**config.mk**
```make
export PLATFORM = sky130hd
export DESIGN_NAME = uart_rx_deserializer_flat
export DESIGN_NICKNAME = d
export VERILOG_FILES = /design/src/rtl/uart_rx_deserializer_if.sv /design/src/rtl/uart_rx_deserializer.sv /design/src/flat_wrapper.sv
export SDC_FILE = /design/constraint.sdc
export NUM_CORES = 1
export LEC_CHECK = 0
export CAP_MARGIN = 20
export CORE_ASPECT_RATIO = 0.7
export CORE_MARGIN = 10
export CORE_UTILIZATION = 59
export CTS_BUF_LIST = sky130_fd_sc_hd__clkbuf_2 sky130_fd_sc_hd__clkbuf_4 sky130_fd_sc_hd__clkbuf_8
export DETAILED_ROUTE_END_ITERATION = 8
export GPL_ROUTABILITY_DRIVEN = 0
export GPL_TIMING_DRIVEN = 0
export HOLD_SLACK_MARGIN = 0.1
export PLACE_DENSITY = 0.85
export SYNTH_ARGS = -nofsm -noshare
export SYNTH_HDL_FRONTEND = slang
export SYNTH_SLANG_ARGS = --single-unit
```
**constraint.sdc**
```tcl
create_clock -name clock -period 2.15 [get_ports clock]
set_input_delay 0.3225 -clock clock [delete_from_list [all_inputs] [get_ports clock]]
set_output_delay 0.3225 -clock clock [all_outputs]
set_load 0.02 [all_outputs]
```
**src/rtl/uart_rx_deserializer_if.sv**
```systemverilog
// Byte-side handshake between the UART receive front end and its consumer.
// The receiver drives data/valid and the error pulses; the consumer drives ready.
interface uart_rx_deserializer_if #(
    parameter int DATA_BITS = 8
);
    logic [DATA_BITS-1:0] rx_data;
    logic                 rx_valid;
    logic                 rx_ready;
    logic                 frame_err;
    logic                 overrun;

    modport master (
        output rx_data,
        output rx_valid,
        input  rx_ready,
        output frame_err,
        output overrun
    );

    modport slave (
        input  rx_data,
        input  rx_valid,
        output rx_ready,
        input  frame_err,
        input  overrun
    );
endinterface

```
**src/rtl/uart_rx_deserializer.sv**
```systemverilog
// 8N1 UART receiver: synchronises io_rxd, samples mid-bit, and hands each byte
// to the consumer over valid/ready, pulsing frame_err and overrun on faults.
//
// state    | meaning
// ---------+--------------------------------------------------------------
// ST_IDLE  | line idle, waiting for a falling edge on rxd_s
// ST_START | timing to mid start bit; a high sample there is a glitch
// ST_DATA  | sampling DATA_BITS data bits mid-bit, LSB first
// ST_STOP  | sampling the stop bit; low means framing error
// ST_BREAK | after a framing error, wait for the line to return high
module uart_rx_deserializer #(
    parameter int CLKS_PER_BIT = 87,
    parameter int DATA_BITS    = 8
) (
    input  logic                     clock,
    input  logic                     reset,
    input  logic                     io_rxd,
    uart_rx_deserializer_if.master   rx
);

    localparam int CNT_W = $clog2(CLKS_PER_BIT);
    localparam int IDX_W = $clog2(DATA_BITS) + 1;

    localparam logic [CNT_W-1:0] CNT_HALF = CNT_W'(CLKS_PER_BIT / 2 - 1);
    localparam logic [CNT_W-1:0] CNT_FULL = CNT_W'(CLKS_PER_BIT - 1);
    localparam logic [IDX_W-1:0] IDX_LAST = IDX_W'(DATA_BITS - 1);

    generate
        if (CLKS_PER_BIT < 4) begin : g_bad_clks
            $error("CLKS_PER_BIT must be at least 4");
        end
    endgenerate

    typedef enum logic [2:0] {
        ST_IDLE,
        ST_START,
        ST_DATA,
        ST_STOP,
        ST_BREAK
    } state_t;

    state_t               state, state_nx;
    logic [CNT_W-1:0]     cnt, cnt_nx;
    logic [IDX_W-1:0]     idx, idx_nx;
    logic [DATA_BITS-1:0] shreg, shreg_nx;
    logic                 dlv_nx, fe_nx;
    logic                 dlv_pend;

    logic rxd_m, rxd_s, rxd_prev;

    // Synchroniser and edge-history flops reset high so a reset never looks like a start edge.
    always_ff @(posedge clock or negedge reset) begin
        if (!reset) begin
            rxd_m    <= 1'b1;
            rxd_s    <= 1'b1;
            rxd_prev <= 1'b1;
        end else begin
            rxd_m    <= io_rxd;
            rxd_s    <= rxd_m;
            rxd_prev <= rxd_s;
        end
    end

    always_ff @(posedge clock or negedge reset) begin
        if (!reset) begin
            state <= ST_IDLE;
            cnt   <= '0;
            idx   <= '0;
            shreg <= '0;
        end else begin
            state <= state_nx;
            cnt   <= cnt_nx;
            idx   <= idx_nx;
            shreg <= shreg_nx;
        end
    end

    always_comb begin
        state_nx = state;
        cnt_nx   = cnt;
        idx_nx   = idx;
        shreg_nx = shreg;
        dlv_nx   = 1'b0;
        fe_nx    = 1'b0;
        case (state)
            ST_IDLE: begin
                if (rxd_prev && !rxd_s) begin
                    state_nx = ST_START;
                    cnt_nx   = '0;
                end
            end
            ST_START: begin
                if (cnt == CNT_HALF) begin
                    if (rxd_s) begin
                        state_nx = ST_IDLE;
                    end else begin
                        state_nx = ST_DATA;
                        cnt_nx   = '0;
                        idx_nx   = '0;
                    end
                end else begin
                    cnt_nx = cnt + CNT_W'(1);
                end
            end
            ST_DATA: begin
                if (cnt == CNT_FULL) begin
                    shreg_nx = {rxd_s, shreg[DATA_BITS-1:1]};
                    cnt_nx   = '0;
                    idx_nx   = idx + IDX_W'(1);
                    if (idx == IDX_LAST) begin
                        state_nx = ST_STOP;
                    end
                end else begin
                    cnt_nx = cnt + CNT_W'(1);
                end
            end
            ST_STOP: begin
                if (cnt == CNT_FULL) begin
                    cnt_nx = '0;
                    if (rxd_s) begin
                        dlv_nx   = 1'b1;
                        state_nx = ST_IDLE;
                    end else begin
                        fe_nx    = 1'b1;
                        state_nx = ST_BREAK;
                    end
                end else begin
                    cnt_nx = cnt + CNT_W'(1);
                end
            end
            ST_BREAK: begin
                if (rxd_s) begin
                    state_nx = ST_IDLE;
                end
            end
            default: begin
                state_nx = ST_IDLE;
            end
        endcase
    end

    logic accept;
    assign accept = rx.rx_valid & rx.rx_ready;

    // The assembled byte stays in shreg through the delivery cycle since IDLE never shifts.
    always_ff @(posedge clock or negedge reset) begin
        if (!reset) begin
            dlv_pend     <= 1'b0;
            rx.rx_data   <= '0;
            rx.rx_valid  <= 1'b0;
            rx.frame_err <= 1'b0;
            rx.overrun   <= 1'b0;
        end else begin
            dlv_pend     <= dlv_nx;
            rx.frame_err <= fe_nx;
            rx.overrun   <= 1'b0;
            if (dlv_pend) begin
                if (!rx.rx_valid || accept) begin
                    rx.rx_data  <= shreg;
                    rx.rx_valid <= 1'b1;
                end else begin
                    rx.overrun <= 1'b1;
                end
            end else if (accept) begin
                rx.rx_valid <= 1'b0;
            end
        end
    end

endmodule

```
**src/flat_wrapper.sv**
```systemverilog
// flat-port wrapper written by rule: the top's interface ports become plain ports
module uart_rx_deserializer_flat 
#(
    parameter int CLKS_PER_BIT = 87,
    parameter int DATA_BITS    = 8
)
  (clock, reset, io_rxd, rx_rx_data, rx_rx_valid, rx_rx_ready, rx_frame_err, rx_overrun);
  uart_rx_deserializer_if #(.DATA_BITS(DATA_BITS)) rx_i ();
  input  logic clock;
  input  logic reset;
  input  logic io_rxd;
  output wire logic [$bits(rx_i.rx_data)-1:0] rx_rx_data;
  output wire logic [$bits(rx_i.rx_valid)-1:0] rx_rx_valid;
  input wire logic [$bits(rx_i.rx_ready)-1:0] rx_rx_ready;
  output wire logic [$bits(rx_i.frame_err)-1:0] rx_frame_err;
  output wire logic [$bits(rx_i.overrun)-1:0] rx_overrun;
  assign rx_rx_data = rx_i.rx_data;
  assign rx_rx_valid = rx_i.rx_valid;
  assign rx_i.rx_ready = rx_rx_ready;
  assign rx_frame_err = rx_i.frame_err;
  assign rx_overrun = rx_i.overrun;
  uart_rx_deserializer #(.CLKS_PER_BIT(CLKS_PER_BIT), .DATA_BITS(DATA_BITS)) u_core (.clock(clock), .reset(reset), .io_rxd(io_rxd), .rx(rx_i));
endmodule
```
==> results_dict.tcl <==
set metrics [dict create \
    clockBufferDepth 2 \
    clk_latency_ns 0.30 \
    ir_drop_mv 0.535 \
    htreeDepth 2 \
    syn_area_per_cell_sq_um 11.8 \
    via_per_inst 5.72 \
    pwr-share-seq 0.502 \
    rsz0062_at_grt "false" \
    grt_pass1_vias 1152 \
    rows 16 \
    cts_buffers 5 \
    synth-warning-count 0 \
    die_x_um 83.6 \
    p_leak_nw 0.910 \
    cts_tree "built" \
    pwr-share-comb 0.223 \
    worstPathArrival_ns 2.03 \
    synth_seq_area_share 0.556 \
    min-delay-path-class "input pin to asynchronous set/reset pin" \
    synth_seq_cells 37 \
    synth.distinct_cells 36 \
    synth_area_sq_um 1670 \
    port_buffers 14 \
    finalSetupTns_ns 0 \
    clk_pin_slew_ns 0.07 \
    setup_viol 0 \
    area_growth_pct 16.1 \
    crit_type "flip-flop to flip-flop" \
    routed_wl_um 3020 \
    first_iter_violations 176 \
    p_int_mw 1.19 \
    num_vias 1143 \
    swShare 0.324 \
    fin_crit_ns 1.86 \
    cts_setup_buffers 0 \
    final_max_slew_viol_count 0 \
    cts_sinks 37 \
    holdWs_ns 0.0950 \
    antenna_found_initial 0 \
    grt_usage 0.121 \
    critPathLaunchType "flip-flop" \
    die_y_um 64.6 \
    dp.final_hpwl_um 2200 \
    drc_errors 0 \
    critical_path.max_fanout 10 \
    grt_first_pass_wirelength_um 5340 \
    cap_viol_max_count 0 \
    status "finished, final reports clean" \
    core_area_sq_um 2760 \
    die_area_sq_um 5400 \
    cts-root-buf "clkbuf_8" \
    grt_start_max_net_pins 38 \
    r2r_slack_ns 0.29 \
    power_density_nw_per_um2 905 \
    clock_power_share 0.275 \
    initial_core_util 0.606 \
    antenna_cells 0 \
    overflow 0 \
    power_switching_mw 0.570 \
    rr_startpoint "u_core.cnt[0]" \
    r2r_cells 6 \
    end_kind "flip-flop" \
    period_share 0.863 \
    wl_per_cell_um 15.1 \
    postRouteAntennaNets 0 \
    skew_ns 0.0117 \
    cts_resized 0 \
    io_pins 15 \
    reg2reg_to "u_core.shreg[5]" \
    drive_above_1_share 0.122 \
    fmax_ghz 0.539 \
    synth_cells 142 \
    tightest_slew_ns 0.770 \
    cts_hold_buf 0 \
    syn-num-nets 149 \
    final_nets 170 \
    required_ns 2.32 \
    max_slew_margin 0.487 \
    hold_viol 0 \
    dr.pass1.iters 4 \
]
power groups by stage:
stage                     logic [mW]  registers, mW  clock network [mW]
after floorplan                0.296          0.863                   0
after global placement         0.355          0.881                   0
after detailed placement       0.389          0.891                   0
after CTS                      0.390          0.879               0.494
after global routing           0.445          0.895               0.526
final                          0.393          0.882               0.483
metrics by stage:
| stage | cell area, sq um | cells | power, mW | utilization | worst slack (ns) |
|---|---|---|---|---|---|
| 3_3_place_gp | 1860 | 192 | 1.24 | 0.673 | 0.0266 |
| 4_1_cts | 1940 | 200 | 1.76 | 0.703 | 0.301 |
| 3_5_place_dp | 1850 | 192 | 1.28 | 0.671 | 0.309 |
| 2_1_floorplan | 1670 | 142 | 1.16 | - | 0.531 |
| 5_1_grt | 1940 | 200 | 1.87 | 0.703 | 0.186 |
| 6_report | 1940 | 200 | 1.76 | 0.703 | 0.295 |
worst max path at each step:
| stage | startpoint | endpoint | slack, ns | cells past startpoint |
|---|---|---|---|---|
| after floorplan | u_core.cnt[0] | u_core.shreg[1] | 0.53 | 6 |
| after global placement | reset | u_core.rx.rx_data[5] | 0.03 | 1 |
| after detailed placement | u_core.cnt[0] | u_core.shreg[5] | 0.31 | 6 |
| after CTS | u_core.cnt[0] | u_core.shreg[5] | 0.30 | 6 |
| after global routing | u_core.cnt[0] | u_core.shreg[1] | 0.19 | 6 |
| final | u_core.cnt[0] | u_core.shreg[5] | 0.29 | 6 |
state kept, by name, indices dropped and copies added (netlist names):
name and flops:
u_core.cnt 7, u_core.dlv_pend 1, u_core.idx 4, u_core.rx.frame_err 1
u_core.rx.overrun 1, u_core.rx.rx_data 8, u_core.rx.rx_valid 1, u_core.rxd_m 1
u_core.rxd_prev 1, u_core.rxd_s 1, u_core.shreg 8, u_core.state 3
layout make-up:
| class | count | area (sq um) |
|---|---|---|
| inverters | 13 | 48.8 |
| fillers | 193 | 821 |
| repair buffers | 14 | 135 |
| clock buffers | 7 | 83.8 |
| well taps | 36 | 45.0 |
| clock inverters | 1 | 5.00 |
| multi-input cells | 90 | 679 |
| plain buffers | 2 | 15.0 |
| flip-flops and latches | 37 | 930 |
synthesized netlist by cell type:
library cell | count | area share
and4_1 | 1 | 0.0052
a21oi_1 | 5 | 0.015
and3_1 | 2 | 0.0075
clkbuf_1 | 1 | 0.0022
mux2i_1 | 2 | 0.012
a221oi_1 | 1 | 0.0052
nand3_1 | 7 | 0.021
dfrtp_1 | 34 | 0.51
nor3_1 | 1 | 0.0030
nor4_1 | 2 | 0.0075
mux4_2 | 1 | 0.013
inv_2 | 1 | 0.0022
ha_1 | 3 | 0.022
nand2b_1 | 2 | 0.0075
o22ai_1 | 4 | 0.015
a31o_1 | 1 | 0.0052
xor2_1 | 1 | 0.0052
o21ai_1 | 6 | 0.018
nand2_1 | 8 | 0.018
mux2_1 | 16 | 0.11
nand4_1 | 4 | 0.015
and4b_4 | 1 | 0.0082
a31oi_1 | 1 | 0.0037
nor3b_4 | 1 | 0.011
nor2b_1 | 1 | 0.0037
o21ai_0 | 1 | 0.0030
and2_1 | 3 | 0.011
a211oi_2 | 1 | 0.0075
o221ai_1 | 1 | 0.0052
dfstp_2 | 3 | 0.047
inv_1 | 12 | 0.027
buf_6 | 1 | 0.0067
o21a_1 | 1 | 0.0045
a21o_1 | 1 | 0.0045
a41oi_2 | 2 | 0.019
nor2_1 | 9 | 0.020
per-layer routing:
layer  global-route usage  part of all wire  up-vias
met2                0.177              0.44       31
met1                0.150              0.47      551
met4               0.0708             0.022        0
met5                    0                 0        -
li1                     -                 -      552
met3               0.0449             0.070        9
worst max-delay path, cell delays in order (launching register included):
cell	delay, ns
dfrtp_1	0.40
inv_1	0.11
ha_1	0.21
and4_1	0.28
and3_1	0.23
buf_6	0.17
mux2_1	0.34
logic make-up (layout without fill, tap and decap cells):
kind of cell | Yosys count | in the layout | share of synthesized area
AOI/OAI and AO/OA | 25 | 25 | 0.106
xor gates and xnor gates | 1 | 1 | 0.00524
adders and majority gates | 3 | 3 | 0.0224
buffers and inverters | 15 | 37 | 0.0381
DFF | 37 | 37 | 0.556
muxes | 19 | 19 | 0.133
and+or+nand+nor | 42 | 42 | 0.139
layout by cell type, fill, tap and decap left out, types with 3 or more instances in the layout:
cell and n:
nand4_1 4, ha_1 3, inv_1 12, nand3_1 7, clkdlybuf4s50_1 13, a21oi_1 5
dfrtp_1 34, mux2_1 16, dfstp_2 3, and2_1 3, clkbuf_8 5, nand2_1 8
o21ai_1 6, nor2_1 9, o22ai_1 4
Power figures use the tool's default switching activity.
